<file path="src/rtl/mem_lsu_pkg.sv">
// rtl/mem_lsu_pkg.sv - shared types and helpers for the load/store unit
package mem_lsu_pkg;

    typedef enum logic [1:0] {
        SZ_B = 2'd0,
        SZ_H = 2'd1,
        SZ_W = 2'd2,
        SZ_D = 2'd3
    } size_e;

    typedef enum logic [2:0] {
        ST_IDLE    = 3'd0,
        ST_RD_REQ  = 3'd1,
        ST_RD_WAIT = 3'd2,
        ST_WR_REQ  = 3'd3,
        ST_WR_WAIT = 3'd4,
        ST_RESP    = 3'd5
    } state_e;

    function automatic int size_bytes(input size_e size);
        return 1 << size;
    endfunction

endpackage

</file>
<file path="src/rtl/mem_lsu_if.sv">
// rtl/mem_lsu_if.sv - request, response and memory channel bundle of the load/store unit
interface mem_lsu_if #(
    parameter int ADDR_WIDTH = 64,
    parameter int DATA_WIDTH = 64
);
    logic                  flush;
    logic                  req_valid;
    logic                  req_ready;
    logic                  req_is_load;
    logic                  req_is_store;
    logic                  req_unsigned;
    logic [1:0]            req_size;
    logic [ADDR_WIDTH-1:0] req_addr;
    logic [DATA_WIDTH-1:0] req_wdata;
    logic                  resp_valid;
    logic                  resp_ready;
    logic [DATA_WIDTH-1:0] resp_rdata;
    logic                  resp_misaligned;
    logic                  read_valid;
    logic                  read_ready;
    logic [ADDR_WIDTH-1:0] read_address;
    logic                  read_done;
    logic [DATA_WIDTH-1:0] read_data;
    logic                  write_valid;
    logic                  write_ready;
    logic [ADDR_WIDTH-1:0] write_address;
    logic [DATA_WIDTH-1:0] write_data;
    logic [DATA_WIDTH-1:0] write_mask;
    logic                  write_done;

    modport master (
        output flush, req_valid, req_is_load, req_is_store, req_unsigned, req_size,
               req_addr, req_wdata, resp_ready, read_ready, read_done, read_data,
               write_ready, write_done,
        input  req_ready, resp_valid, resp_rdata, resp_misaligned, read_valid,
               read_address, write_valid, write_address, write_data, write_mask
    );

    modport slave (
        input  flush, req_valid, req_is_load, req_is_store, req_unsigned, req_size,
               req_addr, req_wdata, resp_ready, read_ready, read_done, read_data,
               write_ready, write_done,
        output req_ready, resp_valid, resp_rdata, resp_misaligned, read_valid,
               read_address, write_valid, write_address, write_data, write_mask
    );
endinterface

</file>
<file path="src/rtl/mem_lsu_align.sv">
// rtl/mem_lsu_align.sv - store data/mask placement and load data extraction/extension
module mem_lsu_align
    import mem_lsu_pkg::*;
#(
    parameter int DATA_WIDTH = 64
) (
    input  logic [$clog2(DATA_WIDTH/8)-1:0] offset,
    input  size_e                           size,
    input  logic                            is_unsigned,
    input  logic [DATA_WIDTH-1:0]           wdata,
    input  logic [DATA_WIDTH-1:0]           rdata,
    output logic [DATA_WIDTH-1:0]           st_data,
    output logic [DATA_WIDTH-1:0]           st_mask,
    output logic [DATA_WIDTH-1:0]           ld_data
);
    localparam int NBYTES = DATA_WIDTH / 8;

    logic [DATA_WIDTH-1:0] shifted;
    logic [DATA_WIDTH-1:0] keep;
    logic                  sign;
    int                    nbits;
    int                    first;

    always_comb begin
        st_mask = '0;
        keep    = '0;
        sign    = 1'b0;
        nbits   = 8 * size_bytes(size);
        first   = int'(offset);
        st_data = wdata << {offset, 3'b000};
        shifted = rdata >> {offset, 3'b000};
        for (int b = 0; b < NBYTES; b++) begin
            if (b >= first && b < first + size_bytes(size)) begin
                st_mask[b*8 +: 8] = 8'hFF;
            end
        end
        // A size wider than the bus keeps every bit and never sign-extends.
        for (int i = 0; i < DATA_WIDTH; i++) begin
            if (i < nbits) begin
                keep[i] = 1'b1;
            end
            if (i == nbits - 1) begin
                sign = shifted[i];
            end
        end
        ld_data = (shifted & keep) | (~keep & {DATA_WIDTH{sign & ~is_unsigned}});
    end
endmodule

</file>
<file path="src/rtl/mem_lsu.sv">
// rtl/mem_lsu.sv - single-outstanding load/store unit: FSM and captured request fields
module mem_lsu
    import mem_lsu_pkg::*;
#(
    parameter int ADDR_WIDTH = 64,
    parameter int DATA_WIDTH = 64
) (
    input logic     clock,
    input logic     reset,
    mem_lsu_if.slave bus
);
    localparam int NBYTES = DATA_WIDTH / 8;
    localparam int OFF_W  = $clog2(NBYTES);

    state_e                state, state_nx;
    logic                  uns_q;
    size_e                 size_q;
    logic [ADDR_WIDTH-1:0] addr_q;
    logic [DATA_WIDTH-1:0] wdata_q;
    logic [DATA_WIDTH-1:0] rdata_q;
    logic                  mis_q;
    logic                  killed_q;

    size_e                 size_in;
    logic [2:0]            amask_in;
    logic                  fault_in;
    logic [DATA_WIDTH-1:0] st_data, st_mask, ld_data;

    assign size_in  = size_e'(bus.req_size);
    assign amask_in = 3'(size_bytes(size_in) - 1);
    assign fault_in = (|(bus.req_addr[2:0] & amask_in)) || (size_in == SZ_D && DATA_WIDTH == 32);

    mem_lsu_align #(.DATA_WIDTH(DATA_WIDTH)) u_align (
        .offset      (addr_q[OFF_W-1:0]),
        .size        (size_q),
        .is_unsigned (uns_q),
        .wdata       (wdata_q),
        .rdata       (bus.read_data),
        .st_data     (st_data),
        .st_mask     (st_mask),
        .ld_data     (ld_data)
    );

    always_ff @(posedge clock) begin
        if (reset) state <= ST_IDLE;
        else       state <= state_nx;
    end

    always_comb begin
        state_nx = state;
        case (state)
            ST_IDLE: if (bus.req_valid && !bus.flush) begin
                if (fault_in || !(bus.req_is_load || bus.req_is_store)) state_nx = ST_RESP;
                else if (bus.req_is_load)                               state_nx = ST_RD_REQ;
                else                                                    state_nx = ST_WR_REQ;
            end
            ST_RD_REQ: begin
                if (bus.flush)           state_nx = ST_IDLE;
                else if (bus.read_ready) state_nx = ST_RD_WAIT;
            end
            // A flush while waiting cannot cancel the memory access; it only suppresses the response.
            ST_RD_WAIT: if (bus.read_done) state_nx = (killed_q || bus.flush) ? ST_IDLE : ST_RESP;
            ST_WR_REQ: begin
                if (bus.flush)            state_nx = ST_IDLE;
                else if (bus.write_ready) state_nx = ST_WR_WAIT;
            end
            ST_WR_WAIT: if (bus.write_done) state_nx = (killed_q || bus.flush) ? ST_IDLE : ST_RESP;
            ST_RESP: if (bus.flush || bus.resp_ready) state_nx = ST_IDLE;
            default: state_nx = ST_IDLE;
        endcase
    end

    always_ff @(posedge clock) begin
        if (reset) begin
            uns_q    <= 1'b0;
            size_q   <= SZ_B;
            addr_q   <= '0;
            wdata_q  <= '0;
            rdata_q  <= '0;
            mis_q    <= 1'b0;
            killed_q <= 1'b0;
        end else begin
            if (state == ST_IDLE && bus.req_valid) begin
                uns_q   <= bus.req_unsigned;
                size_q  <= size_in;
                addr_q  <= bus.req_addr;
                wdata_q <= bus.req_wdata;
                rdata_q <= '0;
                mis_q   <= fault_in;
            end
            if (state == ST_RD_WAIT && bus.read_done) begin
                rdata_q <= ld_data;
            end
            if (state == ST_IDLE) begin
                killed_q <= 1'b0;
            end else if ((state == ST_RD_WAIT || state == ST_WR_WAIT) && bus.flush) begin
                killed_q <= 1'b1;
            end
        end
    end

    assign bus.req_ready       = (state == ST_IDLE);
    assign bus.read_valid      = (state == ST_RD_REQ);
    assign bus.read_address    = bus.read_valid ? (addr_q >> OFF_W) : '0;
    assign bus.write_valid     = (state == ST_WR_REQ);
    assign bus.write_address   = bus.write_valid ? (addr_q >> OFF_W) : '0;
    assign bus.write_data      = bus.write_valid ? st_data : '0;
    assign bus.write_mask      = bus.write_valid ? st_mask : '0;
    assign bus.resp_valid      = (state == ST_RESP);
    assign bus.resp_rdata      = bus.resp_valid ? rdata_q : '0;
    assign bus.resp_misaligned = bus.resp_valid & mis_q;
endmodule

</file>
<file path="src/flat_wrapper.sv">
// flat-port wrapper written by rule: the top's interface ports become plain ports
module mem_lsu_flat import mem_lsu_pkg::*;
#(
    parameter int ADDR_WIDTH = 64,
    parameter int DATA_WIDTH = 64
)
  (clock, reset, bus_flush, bus_req_valid, bus_req_is_load, bus_req_is_store, bus_req_unsigned, bus_req_size, bus_req_addr, bus_req_wdata, bus_resp_ready, bus_read_ready, bus_read_done, bus_read_data, bus_write_ready, bus_write_done, bus_req_ready, bus_resp_valid, bus_resp_rdata, bus_resp_misaligned, bus_read_valid, bus_read_address, bus_write_valid, bus_write_address, bus_write_data, bus_write_mask);
  mem_lsu_if #(.ADDR_WIDTH(ADDR_WIDTH), .DATA_WIDTH(DATA_WIDTH)) bus_i ();
  input logic clock;
  input logic reset;
  input wire logic [$bits(bus_i.flush)-1:0] bus_flush;
  input wire logic [$bits(bus_i.req_valid)-1:0] bus_req_valid;
  input wire logic [$bits(bus_i.req_is_load)-1:0] bus_req_is_load;
  input wire logic [$bits(bus_i.req_is_store)-1:0] bus_req_is_store;
  input wire logic [$bits(bus_i.req_unsigned)-1:0] bus_req_unsigned;
  input wire logic [$bits(bus_i.req_size)-1:0] bus_req_size;
  input wire logic [$bits(bus_i.req_addr)-1:0] bus_req_addr;
  input wire logic [$bits(bus_i.req_wdata)-1:0] bus_req_wdata;
  input wire logic [$bits(bus_i.resp_ready)-1:0] bus_resp_ready;
  input wire logic [$bits(bus_i.read_ready)-1:0] bus_read_ready;
  input wire logic [$bits(bus_i.read_done)-1:0] bus_read_done;
  input wire logic [$bits(bus_i.read_data)-1:0] bus_read_data;
  input wire logic [$bits(bus_i.write_ready)-1:0] bus_write_ready;
  input wire logic [$bits(bus_i.write_done)-1:0] bus_write_done;
  output wire logic [$bits(bus_i.req_ready)-1:0] bus_req_ready;
  output wire logic [$bits(bus_i.resp_valid)-1:0] bus_resp_valid;
  output wire logic [$bits(bus_i.resp_rdata)-1:0] bus_resp_rdata;
  output wire logic [$bits(bus_i.resp_misaligned)-1:0] bus_resp_misaligned;
  output wire logic [$bits(bus_i.read_valid)-1:0] bus_read_valid;
  output wire logic [$bits(bus_i.read_address)-1:0] bus_read_address;
  output wire logic [$bits(bus_i.write_valid)-1:0] bus_write_valid;
  output wire logic [$bits(bus_i.write_address)-1:0] bus_write_address;
  output wire logic [$bits(bus_i.write_data)-1:0] bus_write_data;
  output wire logic [$bits(bus_i.write_mask)-1:0] bus_write_mask;
  assign bus_i.flush = bus_flush;
  assign bus_i.req_valid = bus_req_valid;
  assign bus_i.req_is_load = bus_req_is_load;
  assign bus_i.req_is_store = bus_req_is_store;
  assign bus_i.req_unsigned = bus_req_unsigned;
  assign bus_i.req_size = bus_req_size;
  assign bus_i.req_addr = bus_req_addr;
  assign bus_i.req_wdata = bus_req_wdata;
  assign bus_i.resp_ready = bus_resp_ready;
  assign bus_i.read_ready = bus_read_ready;
  assign bus_i.read_done = bus_read_done;
  assign bus_i.read_data = bus_read_data;
  assign bus_i.write_ready = bus_write_ready;
  assign bus_i.write_done = bus_write_done;
  assign bus_req_ready = bus_i.req_ready;
  assign bus_resp_valid = bus_i.resp_valid;
  assign bus_resp_rdata = bus_i.resp_rdata;
  assign bus_resp_misaligned = bus_i.resp_misaligned;
  assign bus_read_valid = bus_i.read_valid;
  assign bus_read_address = bus_i.read_address;
  assign bus_write_valid = bus_i.write_valid;
  assign bus_write_address = bus_i.write_address;
  assign bus_write_data = bus_i.write_data;
  assign bus_write_mask = bus_i.write_mask;
  mem_lsu #(.ADDR_WIDTH(ADDR_WIDTH), .DATA_WIDTH(DATA_WIDTH)) u_core (.clock(clock), .reset(reset), .bus(bus_i));
endmodule
</file>
<file path="config.mk">
export PLATFORM = sky130hd
export DESIGN_NAME = mem_lsu_flat
export DESIGN_NICKNAME = d
export VERILOG_FILES = /design/src/rtl/mem_lsu_pkg.sv /design/src/rtl/mem_lsu_if.sv /design/src/rtl/mem_lsu_align.sv /design/src/rtl/mem_lsu.sv /design/src/flat_wrapper.sv
export SDC_FILE = /design/constraint.sdc
export NUM_CORES = 1
export LEC_CHECK = 0
export BUFFER_PORTS_ARGS = -buffer_cell sky130_fd_sc_hd__buf_2
export CORE_AREA = 4 4 203 205
export DETAILED_ROUTE_END_ITERATION = 7
export DIE_AREA = 0 0 207 209
export HOLD_SLACK_MARGIN = 0.08
export PLACE_DENSITY = 0.61
export SLEW_MARGIN = 20
export SYNTH_ARGS = -nofsm -noshare
export SYNTH_HDL_FRONTEND = slang
export SYNTH_HIERARCHICAL = 1
export SYNTH_SLANG_ARGS = --single-unit
</file>
<file path="constraint.sdc">
create_clock -name clock -period 4.2 [get_ports clock]
set_clock_uncertainty 0.1 [all_clocks]
set_input_delay 0.42 -clock clock [delete_from_list [all_inputs] [get_ports clock]]
set_output_delay 0.42 -clock clock [all_outputs]
set_load 0.005 [all_outputs]
</file>
==> reports/metrics.json <==
{
  "final_cell_count_no_fill": 2863,
  "start_util_pct": 35.0,
  "synthTopCellsByCount": "406 x nand2_1, 325 x and2_1, 256 x a21oi_1",
  "finalSetupViolations": 0,
  "post_synth.cell_area_avg_um2": 7.26,
  "total_switching_power_mw": 3.42,
  "worst-endpoint-required_ns": 3.68,
  "drt_wl_total_um": 56900,
  "maximum_number_of_pins_on_one_net_before_global_route_repair": 109,
  "netSwitchingFraction_pct": 44.5,
  "tritoncts_clock_tree": "yes",
  "die-width_um": 207,
  "i_o_pins": 531,
  "p_leak_nw": 7.99,
  "first_iter_violations": 1351,
  "cts_root_buffer": "clkbuf_16",
  "numCtsBuffers": 17,
  "floorplan.die_area_um2": 43300,
  "post_route_cells_drive_above_1_share_pct": 28.0,
  "drt.antenna.violating_nets": 0,
  "clockPowerShare_pct": 21.3,
  "cap_viol_max_count": 0,
  "netlist_instances": 1905,
  "synth-async-reset-ratio_pct": 0,
  "grt_pass1_vias": 14300,
  "crit_slowest_cell": "nor3b_1",
  "drt_first_pass_iters": 5,
  "cts.htree.levels": 4,
  "die_h_um": 209,
  "vias": 15000,
  "number_of_cells_upsized_or_downsized_after_cts": 0,
  "power_report.internal_total_mw": 4.27,
  "syn-cell-area_um2": 13800,
  "drc": 0,
  "syn2layout_area_growth_pct": 26.8,
  "drt-vias-per-instance": 5.24,
  "min_period_over_period_pct": 92.4,
  "finalSetupTns_ns": 0,
  "seq_area_frac_synth_pct": 29.0,
  "synth_register_bits": 200,
  "synth_area_leader_cell": "dfxtp_1",
  "worst_skew_pair.late_latency_ns": 0.47,
  "design.core.area_um2": 39500,
  "holdBufCountCts": 67,
  "synth.most_common_cell": "nand2_1",
  "minimum_clock_period_ns": 3.88,
  "max_freq_ghz": 0.258,
  "yosysTopAreaCellShare_pct": 29.0,
  "post-dp-hpwl_um": 41700,
  "power_frac_seq_pct": 33.5,
  "fillerInstances": 4034,
  "yosys_most_used_dff": "dfxtp_1",
  "outcome": "finished, final reports clean",
  "cp-end-kind": "output pin",
  "ir_drop_worst_case_vdd_v": 0.000441,
  "timing.critical_path.slowest_cell_delay_ns": 0.41,
  "post_cts_setup_inserts": 0,
  "post_drt_wl_per_cell_um": 19.9,
  "critPathTopFamily": "simple AND/OR/NAND/NOR gates",
  "worstRegToRegCells": 7,
  "cts.sink_count": 200,
  "worst_setup_hold_path_clk_slew_ns": 0.08,
  "p_per_area_nw_per_um2": 439,
  "grt_remaining_overflow": 0,
  "combined_global_route_utilization_of_all_metal_layers_pct": 24.8,
  "comb_power_share_pct": 45.2,
  "synth.distinct_cells": 59,
  "core.rowCount": 73,
  "max-clock-path-buffers": 2,
  "post_synth_edffs": 0,
  "setup.worst_path.start_class": "flip-flop",
  "critical_path_cell_count": 11,
  "critical_path.max_fanout": 11,
  "worst-path-buf-inv": 3,
  "critical_path_class": "flip-flop to output pin",
  "timing_max_transition_violations_final": 0,
  "final_hold_viol_count": 0,
  "most_area_consuming_cells_after_synthesis": "dfxtp_1 29%, and2_1 15%, nand2_1 11%",
  "yosysWarningCount": 6,
  "path_cells": "or2_2, inv_1, ha_1, inv_1, fa_1, nand2b_1, o21ai_0, nor3b_1, a21oi_1, and2_1, buf_2",
  "final_nets": 2529,
  "initial_antenna_violation_count": 6,
  "routabilityCongestion": 0.937,
  "grt_setup_unrepaired": "no",
  "top_cell_by_count_worst_path": "inv_1",
  "placed_cells": 2757,
  "worstHoldPathCells": 3,
  "timing.hold.worst.class": "input port to flip-flop",
  "crit_arrival_ns": 3.36,
  "worst_pin_slew_ns": 1.09,
  "portBuffers": 524,
  "timing.slew.headroom_pct": 27.4,
  "grt_pass1_wl_um": 85900
}
sequential cells by signal, indices dropped and copies added (netlist names):
| register | cells |
|---|---|
| u_core/addr_q | 64 |
| u_core/killed_q | 1 |
| u_core/mis_q | 1 |
| u_core/rdata_q | 64 |
| u_core/size_q | 2 |
| u_core/state | 3 |
| u_core/uns_q | 1 |
| u_core/wdata_q | 64 |
worst min-delay path: cells and delay by family:
family / cells / cell delay, ns
AOI/OAI and AO/OA: 1 / 0.05
and+or+nand+nor: 1 / 0.05
buffers and inverters: 1 / 0.09
stage by stage:
stage	instance area (µm²)	setup slack, ns	hold slack (ns)	total power, mW	util, %
global placement	16300	0.947	0.345	5.92	41.2
floorplan	13800	1.04	0.333	5.26	-
global route	17500	0.0660	0.0931	8.17	44.4
detailed placement	16300	0.870	0.349	5.97	41.2
CTS	17500	0.337	0.0801	7.67	44.3
finish	17500	0.319	0.0978	7.69	44.4
cells by family after synthesis:
family / synth area share [%]
AOI/OAI and AO/OA: 15.0
adders and majority gates: 0.416
buffers and inverters: 9.07
DFF: 29.0
muxes: 13.4
other: 0.0271
and+or+nand+nor: 33.2
layout make-up:
type	count	area, µm²	share of cell area (%)
timing repair buffer	620	3600	20.5
clock buffer	17	425	2.43
sequential	200	4020	22.9
multi-input combinational	1462	8620	49.2
inverter	18	67.6	0.385
tap	525	657	3.75
clock inverter	15	134	0.764
antenna	6	15.0	0.0857
worst paths after layout:
path / start / slack (ns) / end
worst max-delay path: u_core/size_q[0] / 0.32 / bus_write_mask[12]
worst min-delay path: bus_req_wdata[5] / 0.1 / u_core/wdata_q[5]
worst max register to register: u_core/addr_q[2] / 1.09 / u_core/rdata_q[24]
worst min register to register: u_core/wdata_q[59] / 0.36 / u_core/wdata_q[59]
power groups by stage:
stage          Combinational, mW  Sequential (mW)  Clock [mW]
3_3_place_gp                3.32             2.60           0
3_5_place_dp                3.36             2.61           0
2_1_floorplan               2.85             2.41           0
4_1_cts                     3.43             2.57        1.67
6_report                    3.48             2.58        1.64
5_1_grt                     3.81             2.62        1.74
layer usage:
layer,GRT usage [%],up-vias,wire length (µm)
met5,0,-,21
met4,6.68,4,1280
met3,5.96,91,4700
met2,41.9,694,27400
met1,31.9,7086,23600
li1,-,7131,-
placed cells by master (no fill, tap or decap), drive strengths merged, types with 6 or more instances in the layout:
| cell type | synthesis | routed |
|---|---|---|
| dlygate4sd3 | 0 | 67 |
| and3 | 9 | 9 |
| o21ai | 61 | 61 |
| o31ai | 6 | 6 |
| mux2i | 87 | 87 |
| dfxtp | 200 | 200 |
| nand3 | 72 | 72 |
| mux4 | 40 | 40 |
| buf | 121 | 553 |
| clkbuf | 109 | 17 |
| o22ai | 12 | 12 |
| nand2b | 7 | 7 |
| inv | 18 | 24 |
| diode | 0 | 6 |
| conb | 1 | 6 |
| a21o | 8 | 8 |
| nand2 | 406 | 406 |
| mux2 | 7 | 7 |
| nor2 | 83 | 83 |
| nor2b | 10 | 10 |
| a21oi | 257 | 257 |
| and2 | 325 | 325 |
| nor3 | 11 | 11 |
| a211oi | 9 | 9 |
(Power assumes the default switching activity.)
